[src/rtl/stage_d_pkg.sv]
// Shared MIPS-I definitions for the decode stage: opcode/function/REGIMM codes,
// register-id width and the immediate sign-extension helper.
package stage_d_pkg;
  localparam int REG_W = 6;
  localparam logic [REG_W-1:0] REG_ZERO = 6'd0;
  localparam logic [REG_W-1:0] REG_RA   = 6'd31;

  localparam logic [5:0] OP_SPECIAL = 6'h00;
  localparam logic [5:0] OP_REGIMM  = 6'h01;
  localparam logic [5:0] OP_J       = 6'h02;
  localparam logic [5:0] OP_JAL     = 6'h03;
  localparam logic [5:0] OP_BEQ     = 6'h04;
  localparam logic [5:0] OP_BNE     = 6'h05;
  localparam logic [5:0] OP_BLEZ    = 6'h06;
  localparam logic [5:0] OP_BGTZ    = 6'h07;
  localparam logic [5:0] OP_ADDI    = 6'h08;
  localparam logic [5:0] OP_ANDI    = 6'h0C;
  localparam logic [5:0] OP_ORI     = 6'h0D;
  localparam logic [5:0] OP_XORI    = 6'h0E;
  localparam logic [5:0] OP_LUI     = 6'h0F;
  localparam logic [5:0] OP_LB      = 6'h20;
  localparam logic [5:0] OP_LWR     = 6'h26;
  localparam logic [5:0] OP_SB      = 6'h28;
  localparam logic [5:0] OP_SH      = 6'h29;
  localparam logic [5:0] OP_SWL     = 6'h2A;
  localparam logic [5:0] OP_SW      = 6'h2B;
  localparam logic [5:0] OP_SWR     = 6'h2E;

  localparam logic [5:0] FN_JR      = 6'h08;
  localparam logic [5:0] FN_JALR    = 6'h09;
  localparam logic [5:0] FN_ADDU    = 6'h21;

  localparam logic [4:0] RI_BLTZ    = 5'h00;
  localparam logic [4:0] RI_BGEZ    = 5'h01;
  localparam logic [4:0] RI_BLTZAL  = 5'h10;
  localparam logic [4:0] RI_BGEZAL  = 5'h11;

  function automatic logic signed [31:0] sext16(input logic [15:0] v);
    return $signed({{16{v[15]}}, v});
  endfunction
endpackage

[src/rtl/mips_regfile.sv]
// 32x32 general-purpose register file: one synchronous write port, two
// combinational read ports; register 0 always reads zero.
module mips_regfile (
  input  logic        clk,
  input  logic        we_i,
  input  logic [4:0]  wa_i,
  input  logic [31:0] wd_i,
  input  logic [4:0]  ra1_i,
  input  logic [4:0]  ra2_i,
  output logic [31:0] rd1_o,
  output logic [31:0] rd2_o
);
  logic [31:0] mem_q [32];

  // Contents are deliberately not reset; entry 0 is never written.
  always_ff @(posedge clk) begin
    if (we_i && (wa_i != 5'd0)) mem_q[wa_i] <= wd_i;
  end

  assign rd1_o = (ra1_i == 5'd0) ? 32'd0 : mem_q[ra1_i];
  assign rd2_o = (ra2_i == 5'd0) ? 32'd0 : mem_q[ra2_i];
endmodule

[src/rtl/stage_d.sv]
// MIPS-I decode stage: field decode, register read with X/M forwarding,
// immediate/target generation, D-stage registers and RAW hazard detection.
module stage_d
  import stage_d_pkg::*;
(
  input  logic             clk,
  input  logic             rst,
  input  logic             stall,
  input  logic             flush,
  input  logic             i_valid,
  input  logic [31:0]      i_instr,
  input  logic [31:0]      i_pc,
  input  logic [31:0]      i_npc,
  input  logic [REG_W-1:0] x_wbr,
  input  logic [31:0]      x_res,
  input  logic [REG_W-1:0] m_wbr,
  input  logic [31:0]      m_res,
  output logic             d_valid,
  output logic [31:0]      d_instr,
  output logic [31:0]      d_pc,
  output logic [31:0]      d_npc,
  output logic [5:0]       d_opcode,
  output logic [5:0]       d_fn,
  output logic [4:0]       d_rd,
  output logic [REG_W-1:0] d_rs,
  output logic [REG_W-1:0] d_rt,
  output logic [4:0]       d_sa,
  output logic [31:0]      d_op1_val,
  output logic [31:0]      d_op2_val,
  output logic [31:0]      d_rt_val,
  output logic [REG_W-1:0] d_wbr,
  output logic [31:0]      d_target,
  output logic             d_hazzard
);
  logic [5:0]       opcode;
  logic [REG_W-1:0] rs, rt;
  logic [15:0]      imm;
  logic [31:0]      rf_rs, rf_rt, rs_val, rt_val;
  logic [31:0]      op2_val, target;
  logic [REG_W-1:0] wbr_dec;
  logic             reads_rt, rf_we;
  logic signed [31:0] br_off;

  logic             valid_d, valid_q;
  logic [REG_W-1:0] wbr_d, wbr_q;
  logic [31:0]      instr_q, pc_q, npc_q, op1_q, op2_q, rtv_q, tgt_q;

  assign opcode = i_instr[31:26];
  assign rs     = {1'b0, i_instr[25:21]};
  assign rt     = {1'b0, i_instr[20:16]};
  assign imm    = i_instr[15:0];
  assign rf_we  = (m_wbr[5] == 1'b0) && (m_wbr[4:0] != 5'd0);

  mips_regfile u_rf (
    .clk   (clk),
    .we_i  (rf_we),
    .wa_i  (m_wbr[4:0]),
    .wd_i  (m_res),
    .ra1_i (rs[4:0]),
    .ra2_i (rt[4:0]),
    .rd1_o (rf_rs),
    .rd2_o (rf_rt)
  );

  // X is younger than M, so its result wins when both target the same register.
  function automatic logic [31:0] fwd(input logic [REG_W-1:0] r, input logic [31:0] rf_v,
                                      input logic [REG_W-1:0] xw, input logic [31:0] xr,
                                      input logic [REG_W-1:0] mw, input logic [31:0] mr);
    if (r == REG_ZERO) return 32'd0;
    if (xw == r)       return xr;
    if (mw == r)       return mr;
    return rf_v;
  endfunction

  assign rs_val = fwd(rs, rf_rs, x_wbr, x_res, m_wbr, m_res);
  assign rt_val = fwd(rt, rf_rt, x_wbr, x_res, m_wbr, m_res);
  assign br_off = sext16(imm) <<< 2;

  always_comb begin
    op2_val = $unsigned(sext16(imm));
    wbr_dec = REG_ZERO;
    target  = i_npc + $unsigned(br_off);
    if (opcode == OP_J || opcode == OP_JAL) target = {i_npc[31:28], i_instr[25:0], 2'b00};
    if (opcode <= OP_BGTZ && opcode != OP_J && opcode != OP_JAL) op2_val = rt_val;
    else if (opcode == OP_ANDI || opcode == OP_ORI || opcode == OP_XORI) op2_val = {16'd0, imm};
    else if (opcode == OP_LUI) op2_val = {imm, 16'd0};
    if (opcode == OP_SPECIAL) wbr_dec = {1'b0, i_instr[15:11]};
    else if (opcode == OP_JAL) wbr_dec = REG_RA;
    else if (opcode == OP_REGIMM && (rt[4:0] == RI_BLTZAL || rt[4:0] == RI_BGEZAL)) wbr_dec = REG_RA;
    else if ((opcode >= OP_ADDI && opcode <= OP_LUI) || (opcode >= OP_LB && opcode <= OP_LWR))
      wbr_dec = rt;
  end

  assign reads_rt = (opcode == OP_SPECIAL) || (opcode == OP_BEQ) || (opcode == OP_BNE) ||
                    (opcode == OP_SB) || (opcode == OP_SH) || (opcode == OP_SW) ||
                    (opcode == OP_SWL) || (opcode == OP_SWR);

  assign valid_d = i_valid && !flush;
  assign wbr_d   = valid_d ? wbr_dec : REG_ZERO;

  // D-stage register boundary: stall holds everything, flush only kills valid/wbr.
  always_ff @(posedge clk) begin
    if (rst) begin
      valid_q <= 1'b0;
      wbr_q   <= REG_ZERO;
      instr_q <= '0;
      pc_q    <= '0;
      npc_q   <= '0;
      op1_q   <= '0;
      op2_q   <= '0;
      rtv_q   <= '0;
      tgt_q   <= '0;
    end else if (!stall) begin
      valid_q <= valid_d;
      wbr_q   <= wbr_d;
      instr_q <= i_instr;
      pc_q    <= i_pc;
      npc_q   <= i_npc;
      op1_q   <= rs_val;
      op2_q   <= op2_val;
      rtv_q   <= rt_val;
      tgt_q   <= target;
    end
  end

  assign d_valid   = valid_q;
  assign d_instr   = instr_q;
  assign d_pc      = pc_q;
  assign d_npc     = npc_q;
  assign d_opcode  = instr_q[31:26];
  assign d_fn      = instr_q[5:0];
  assign d_rd      = instr_q[15:11];
  assign d_rs      = {1'b0, instr_q[25:21]};
  assign d_rt      = {1'b0, instr_q[20:16]};
  assign d_sa      = instr_q[10:6];
  assign d_op1_val = op1_q;
  assign d_op2_val = op2_q;
  assign d_rt_val  = rtv_q;
  assign d_wbr     = wbr_q;
  assign d_target  = tgt_q;

  // The instruction in D has not produced its result yet, so no forwarding path covers it.
  assign d_hazzard = i_valid && valid_q && (wbr_q != REG_ZERO) &&
                     ((wbr_q == rs) || (reads_rt && (wbr_q == rt)));
endmodule

[config.mk]
export PLATFORM = sky130hd
export DESIGN_NAME = stage_d
export DESIGN_NICKNAME = d
export VERILOG_FILES = /design/src/rtl/stage_d_pkg.sv /design/src/rtl/mips_regfile.sv /design/src/rtl/stage_d.sv
export SDC_FILE = /design/constraint.sdc
export NUM_CORES = 2
export LEC_CHECK = 0
export BUFFER_PORTS_ARGS = -buffer_cell sky130_fd_sc_hd__buf_2
export CELL_PAD_IN_SITES_DETAIL_PLACEMENT = 1
export CELL_PAD_IN_SITES_GLOBAL_PLACEMENT = 1
export CORE_MARGIN = 5
export CORE_UTILIZATION = 56
export DETAILED_ROUTE_END_ITERATION = 6
export HOLD_SLACK_MARGIN = 0.12
export PLACE_DENSITY = 0.95
export REMOVE_ABC_BUFFERS = 1
export SLEW_MARGIN = 0
export SYNTH_ARGS = -nofsm -noshare
export SYNTH_HDL_FRONTEND = slang
export SYNTH_SLANG_ARGS = --single-unit
[constraint.sdc]
create_clock -name clk -period 4.6 [get_ports clk]
set_input_delay 0.46 -clock clk [delete_from_list [all_inputs] [get_ports clk]]
set_output_delay 0.46 -clock clk [all_outputs]
set_load 0.05 [all_outputs]
Word-level counts from Yosys, hierarchy flattened
Memories as Yosys holds them, arrays and structs flattened.
Cells that the tools add are included.
{"block": "word_totals", "regBits": 231, "latch_bits": 0, "ram_bits": 1024, "mem_bits_ro": 0, "input_bits": 177, "wordCells": 111, "memories": 1}
{"block": "op_classes", "add_sub_neg": 1, "multipliers": 0, "div": 0, "magnitude_cmp": 5, "eq_ne": 24, "n_shift": 0, "mux": 37, "n_bitwise": 1, "n_reduce_logical": 33}
{"name": "u_rf.mem_q", "depth": 32, "width": 32, "rd": 2, "rd_ports_with_merged_regs": 0, "write_ports": 1, "line": "mips_regfile.sv:13", "text": "logic [31:0] mem_q [32];"}
{"operator": "32-bit 2-to-1 mux", "n": 17}
{"operator": "6-bit by 5-bit == test with 1-bit output", "n": 6}
{"operator": "32-bit adder", "n": 1}
{"operator": "31-bit 2-to-1 mux", "n": 1}
{"operator": "6-bit == test (second input constant)", "n": 5}
{"operator": "6-bit by 4-bit == test with 1-bit output (second input constant)", "n": 4}
{"operator": "5-bit 2-to-1 mux", "n": 4}
{"operator": "6-bit logical NOT", "n": 3}
{"operator": "1-bit 2-to-1 mux", "n": 14}
{"operator": "1-bit logical OR", "n": 13}
{"operator": "6-bit by 2-bit == test with 1-bit output (second input constant)", "n": 2}
{"operator": "6-bit by 3-bit == test with 1-bit output (second input constant)", "n": 2}
{"operator": "1-bit logical AND", "n": 12}
{"operator": "6-bit by 2-bit != test with 1-bit output (second input constant)", "n": 2}
{"operator": "5-bit == test (second input constant)", "n": 2}
{"operator": "5-bit logical NOT", "n": 2}
{"operator": "6-bit by 1-bit == test with 1-bit output (second input constant)", "n": 1}
{"operator": "6-bit by 4-bit greater-or-equal comparator with 1-bit output (second input constant)", "n": 1}
{"operator": "6-bit greater-or-equal comparator (second input constant)", "n": 1}
{"operator": "6-bit by 3-bit less-or-equal comparator with 1-bit output (second input constant)", "n": 1}
{"operator": "6-bit by 4-bit less-or-equal comparator with 1-bit output (second input constant)", "n": 1}
{"operator": "6-bit less-or-equal comparator (second input constant)", "n": 1}
{"operator": "6-bit 2-to-1 mux", "n": 1}
{"operator": "6-bit nonzero test", "n": 1}
{"operator": "3 further kinds", "n": 3}

Logic depth before layout (Yosys ltp)
{"block": "logic_depth", "word_depth": 11, "depth_mapped": 14, "mapped_depth_nobuf": 11}

By module
From an unflattened synthesis, not the netlist that was laid out.
{"block": "unflattened", "cells_unflattened": 4107, "hier_area_um2": 60499.3}
{"module": "mips_regfile", "n_inst": 1, "cells_per_inst": 2564, "area_each_um2": 47929.7}
{"module": "stage_d", "n_inst": 1, "cells_per_inst": 1543, "area_each_um2": 12569.6}

Worst setup path before layout
OpenSTA, ideal clock, no wires.
{"block": "synth_path", "path_type": "input to output", "startpoint": "in i_instr[18]", "endpoint": "out d_hazzard", "t_arrival_ns": 2.727, "required_ns": 4.140, "path_slack_ns": 1.413, "path_stages": 9, "path_cell_list": "buf_2 -> buf_2 -> buf_2 -> clkbuf_1 -> xnor2_1 -> nand4_1 -> nor4_1 -> a31oi_1 -> nor2_1"}
{"block": "synth_via", "elab_chain_len": 4}
{"element": "start, declared", "line": "stage_d.sv:11", "text": "input logic [31:0] i_instr,"}
{"element": "6-bit by 5-bit == test with 1-bit output", "line": "stage_d.sv:144", "text": "((wbr_q == rs) || (reads_rt && (wbr_q == rt)));"}
{"element": "1-bit logical AND", "line": "stage_d.sv:144"}
{"element": "1-bit logical OR", "line": "stage_d.sv:144"}
{"element": "1-bit logical AND", "line": "stage_d.sv:143", "text": "assign d_hazzard = i_valid && valid_q && (wbr_q != REG_ZERO) &&"}
{"element": "end, declared", "line": "stage_d.sv:33", "text": "output logic d_hazzard"}
No other way between the ends.

Worst setup path after layout
{"block": "layout_path", "startpoint": "in i_instr[17]", "endpoint": "reg op2_q[8] (netlist: d_op2_val[8])"}
{"block": "layout_via", "elab_chain_len": 8, "elab_cells_between_ends": 18, "cone_classes": "2 x eq/ne; 13 x mux; 2 x reduce/logical; 1 x memory"}
{"element": "parallel branches: the longest is 6 deep, another holds memory 32 x 32 bit"}
{"element": "32-bit 2-to-1 mux *", "line": "stage_d.sv:70", "text": "if (xw == r) return xr;"}
{"element": "32-bit 2-to-1 mux *", "line": "stage_d.sv:84", "text": "if (opcode <= OP_BGTZ && opcode != OP_J && opcode != OP_JAL) op2_val = rt_val;"}
{"element": "end signal, assigned", "line": "stage_d.sv:120", "text": "op2_q <= op2_val;"}
{"element": "end, declared", "line": "stage_d.sv:46", "text": "logic [31:0] instr_q, pc_q, npc_q, op1_q, op2_q, rtv_q, tgt_q;"}
Every way passes the cells marked *. The select of a mux whose other input is x is not followed.
A chain may end at the register's enable or synchronous reset.

==> impl_metrics.toml <==
[outcome]
status = "finished, final reports clean"

[yosys]
synthTopCellsByArea = "edfxtp_1 52%, mux4_2 23%, dfxtp_1 7.9%"
yosys.area_share.simple_pct = 3.97
ys_warn_count = 0
synth_fa_ha_area_share_pct = 0.653
avgSynthCellArea_um2 = 17.0
syn_area_um2 = 58600
ys_seq_area_share_pct = 60.3
synth-async-reset-ratio_pct = 0
synth_cell_types = 70
synth_edf_count = 1024
synth_seq_cells = 1254
yosys.area.top_type_share_pct = 52.5
synth_compound_area_share_pct = 5.00
synthXorXnorAreaFrac_pct = 0.777
synthMuxAreaShare_pct = 26.5
synth_top_family_by_area = "multiplexers"
postSynthCellCount = 3440
synth_ff_type = "edfxtp_1"
synth_top_area_cell = "edfxtp_1"

[power]
p_switching_mw = 7.86
seqPwrFrac_pct = 45.9
p_comb_share_pct = 13.6
vdd_drop_max_mv = 0.283
p_int_mw = 20.0
clkPwrFrac_pct = 40.5
power.density_nw_per_um2 = 408
p_leak_nw = 23.9
power_mw = 27.8
swShare_pct = 28.2

[grt]
grt_overflow = 0
antenna_found_initial = 38
met3_usage_pct = 20.6
grt_pass1_vias = 45600
busiest_layer = "met2"
met1_usage_pct = 52.4
grt_max_degree = 96
grt_pass1_wl_um = 362000
grt_use_total_pct = 46.4
grt_util_met2_pct = 69.3

[clock_network]
cts-root-buf = "clkbuf_16"
path_clk_slew_ps = 60
cts_setup_buffers = 0
ctsResizeCount = 0
cts_sinks = 1254
cts_buffers = 132
holdBufCountCts = 97
h-tree-depth = 4
cts_tree = "built"
clock_latency_ps = 790
cts_buffer_depth = 3

[timing]
worst_pin_slew_ps = 1380
maxSlewViolCount = 0
rsz0062_at_grt = "false"
setup_viol_count_final = 0
period_share_pct = 90.6
finalCriticalPeriod_ps = 4170
fmax_mhz = 240
whs_ps = 173
skew_ps = 51.1
hold_viol = 0
slew_headroom_pct = 7.55
setup_ws_ps = 435
timing.setup.tns_ps = 0

[setup_path]
worstSetupStartpointType = "primary input"
cp_max_fo = 68
worstSetupPathType = "primary input to flop"
critPathRequiredTime_ps = 5180
reg2reg_depth = 8
crit_chain = "buf_8 > buf_12 > mux4_2 > mux2_2 > a221oi_1 > a21oi_1 > a21oi_1 > nor3_1 > a211oi_1 > nor3_1"
slowest_delay_ps = 1190
end_kind = "flop"
worst_ep_arrival_time_ps = 4740
slowest_stage = "a211oi_1"

[floorplan]
core_region_area_um2 = 104000
ios = 443
core.rowCount = 118
die_w_um = 334
dieArea_um2 = 111000
die-height_um = 334
start_util_pct = 56.5

[drt]
drt-total-wl_um = 265000
wire_per_inst_um = 48.4
dr.pass1.iters = 7
ant_nets = 0
vias_per_cell = 8.25
drc = 0
first_iter_violations = 9566
num_vias = 45200

[finish]
finalNetCount = 4174
area_delta_synth_final_pct = 16.4
finalInstanceArea_um2 = 68200
postLayoutCoreUtil_pct = 65.7
layout_commonest_cell = "edfxtp_1"
drive_above_1_share_pct = 35.2
instances_no_fill = 5480
final_cell_mix = "1,024 x edfxtp_1, 598 x mux4_2, 428 x buf_2, 262 x nor2_1, 230 x dfxtp_1"

[worst_hold_path]
worst_hold_path_type = "primary input to flop"
hold_path_depth = 3

[placement]
place_congestion = 0.899
dpl.hpwl_um = 145000
dp_slack_ps = 618
placed_cells = 5116
io_buffers = 439
dpl_cell_area_um2 = 62900

[job]
cap_violations = 0
-- registers in the layout (all words and copies together) (netlist names) --
name	count
d_target	32
d_instr	32
u_rf.mem_q	1024
d_wbr	5
d_pc	32
d_npc	32
d_op1_val	32
d_rt_val	32
d_op2_val	32
d_valid	1
-- power by group through the flow --
stage | sequential (mW) | clock [mW] | combinational, mW
6_report | 12.8 | 11.3 | 3.79
2_1_floorplan | 13.5 | 0 | 1.35
4_1_cts | 12.8 | 11.0 | 3.62
3_3_place_gp | 12.9 | 0 | 3.29
5_1_grt | 12.8 | 11.7 | 3.83
3_5_place_dp | 13.0 | 0 | 3.43
-- Yosys cell counts, types with 29 or more instances --
cell / instances
ha_1: 29
buf_2: 53
mux2i_1: 187
a222oi_1: 42
xnor2_1: 38
buf_1: 46
edfxtp_1: 1024
nand2_1: 142
nor2_1: 296
buf_4: 45
a21oi_1: 132
mux4_2: 598
clkbuf_1: 146
dfxtp_1: 230
o21ai_0: 50
-- area by class of cell --
| cell class | instances | area, um2 |
|---|---|---|
| Fill cell | 8839 | 35600 |
| Sequential cell | 1254 | 35400 |
| Multi-Input combinational cell | 1897 | 22100 |
| Timing Repair Buffer | 668 | 4670 |
| Clock buffer | 185 | 3800 |
| Tap cell | 1380 | 1730 |
| Clock inverter | 57 | 512 |
| Antenna cell | 25 | 62.6 |
| Inverter | 14 | 52.6 |
-- worst paths after layout --
check	startpoint	end	slack, ps
min reg2reg	d_rt_val[13]	d_rt_val[13]	470
max	i_instr[17]	d_op2_val[8]	430
max reg2reg	u_rf.mem_q[14][8]	d_op2_val[8]	570
min	x_res[16]	d_rt_val[16]	170
-- metal layers --
layer	up-vias	part of all wire, %
li1	15200	-
met4	22	11
met1	21800	28
met5	-	0.090
met2	6136	43
met3	2005	18
-- critical path: cells and delay by family --
family	cells	cell delay (ps)
AOI/OAI and AO/OA	4	2050
buffers and inverters	2	930
muxes	2	740
and+or+nand+nor	2	420
-- kinds of logic (layout without fill, tap and decap cells) --
kind of cell,count (synthesis),count (layout)
buffers and inverters,323,924
AND/OR/NAND/NOR,553,553
XOR/XNOR,52,52
AO/OA/AOI/OAI,423,423
multiplexers,804,804
other,1,60
flip-flops,1254,1254
adder cells (fa/ha/maj),30,30
Note: power is estimated with default switching activity, not from simulation.
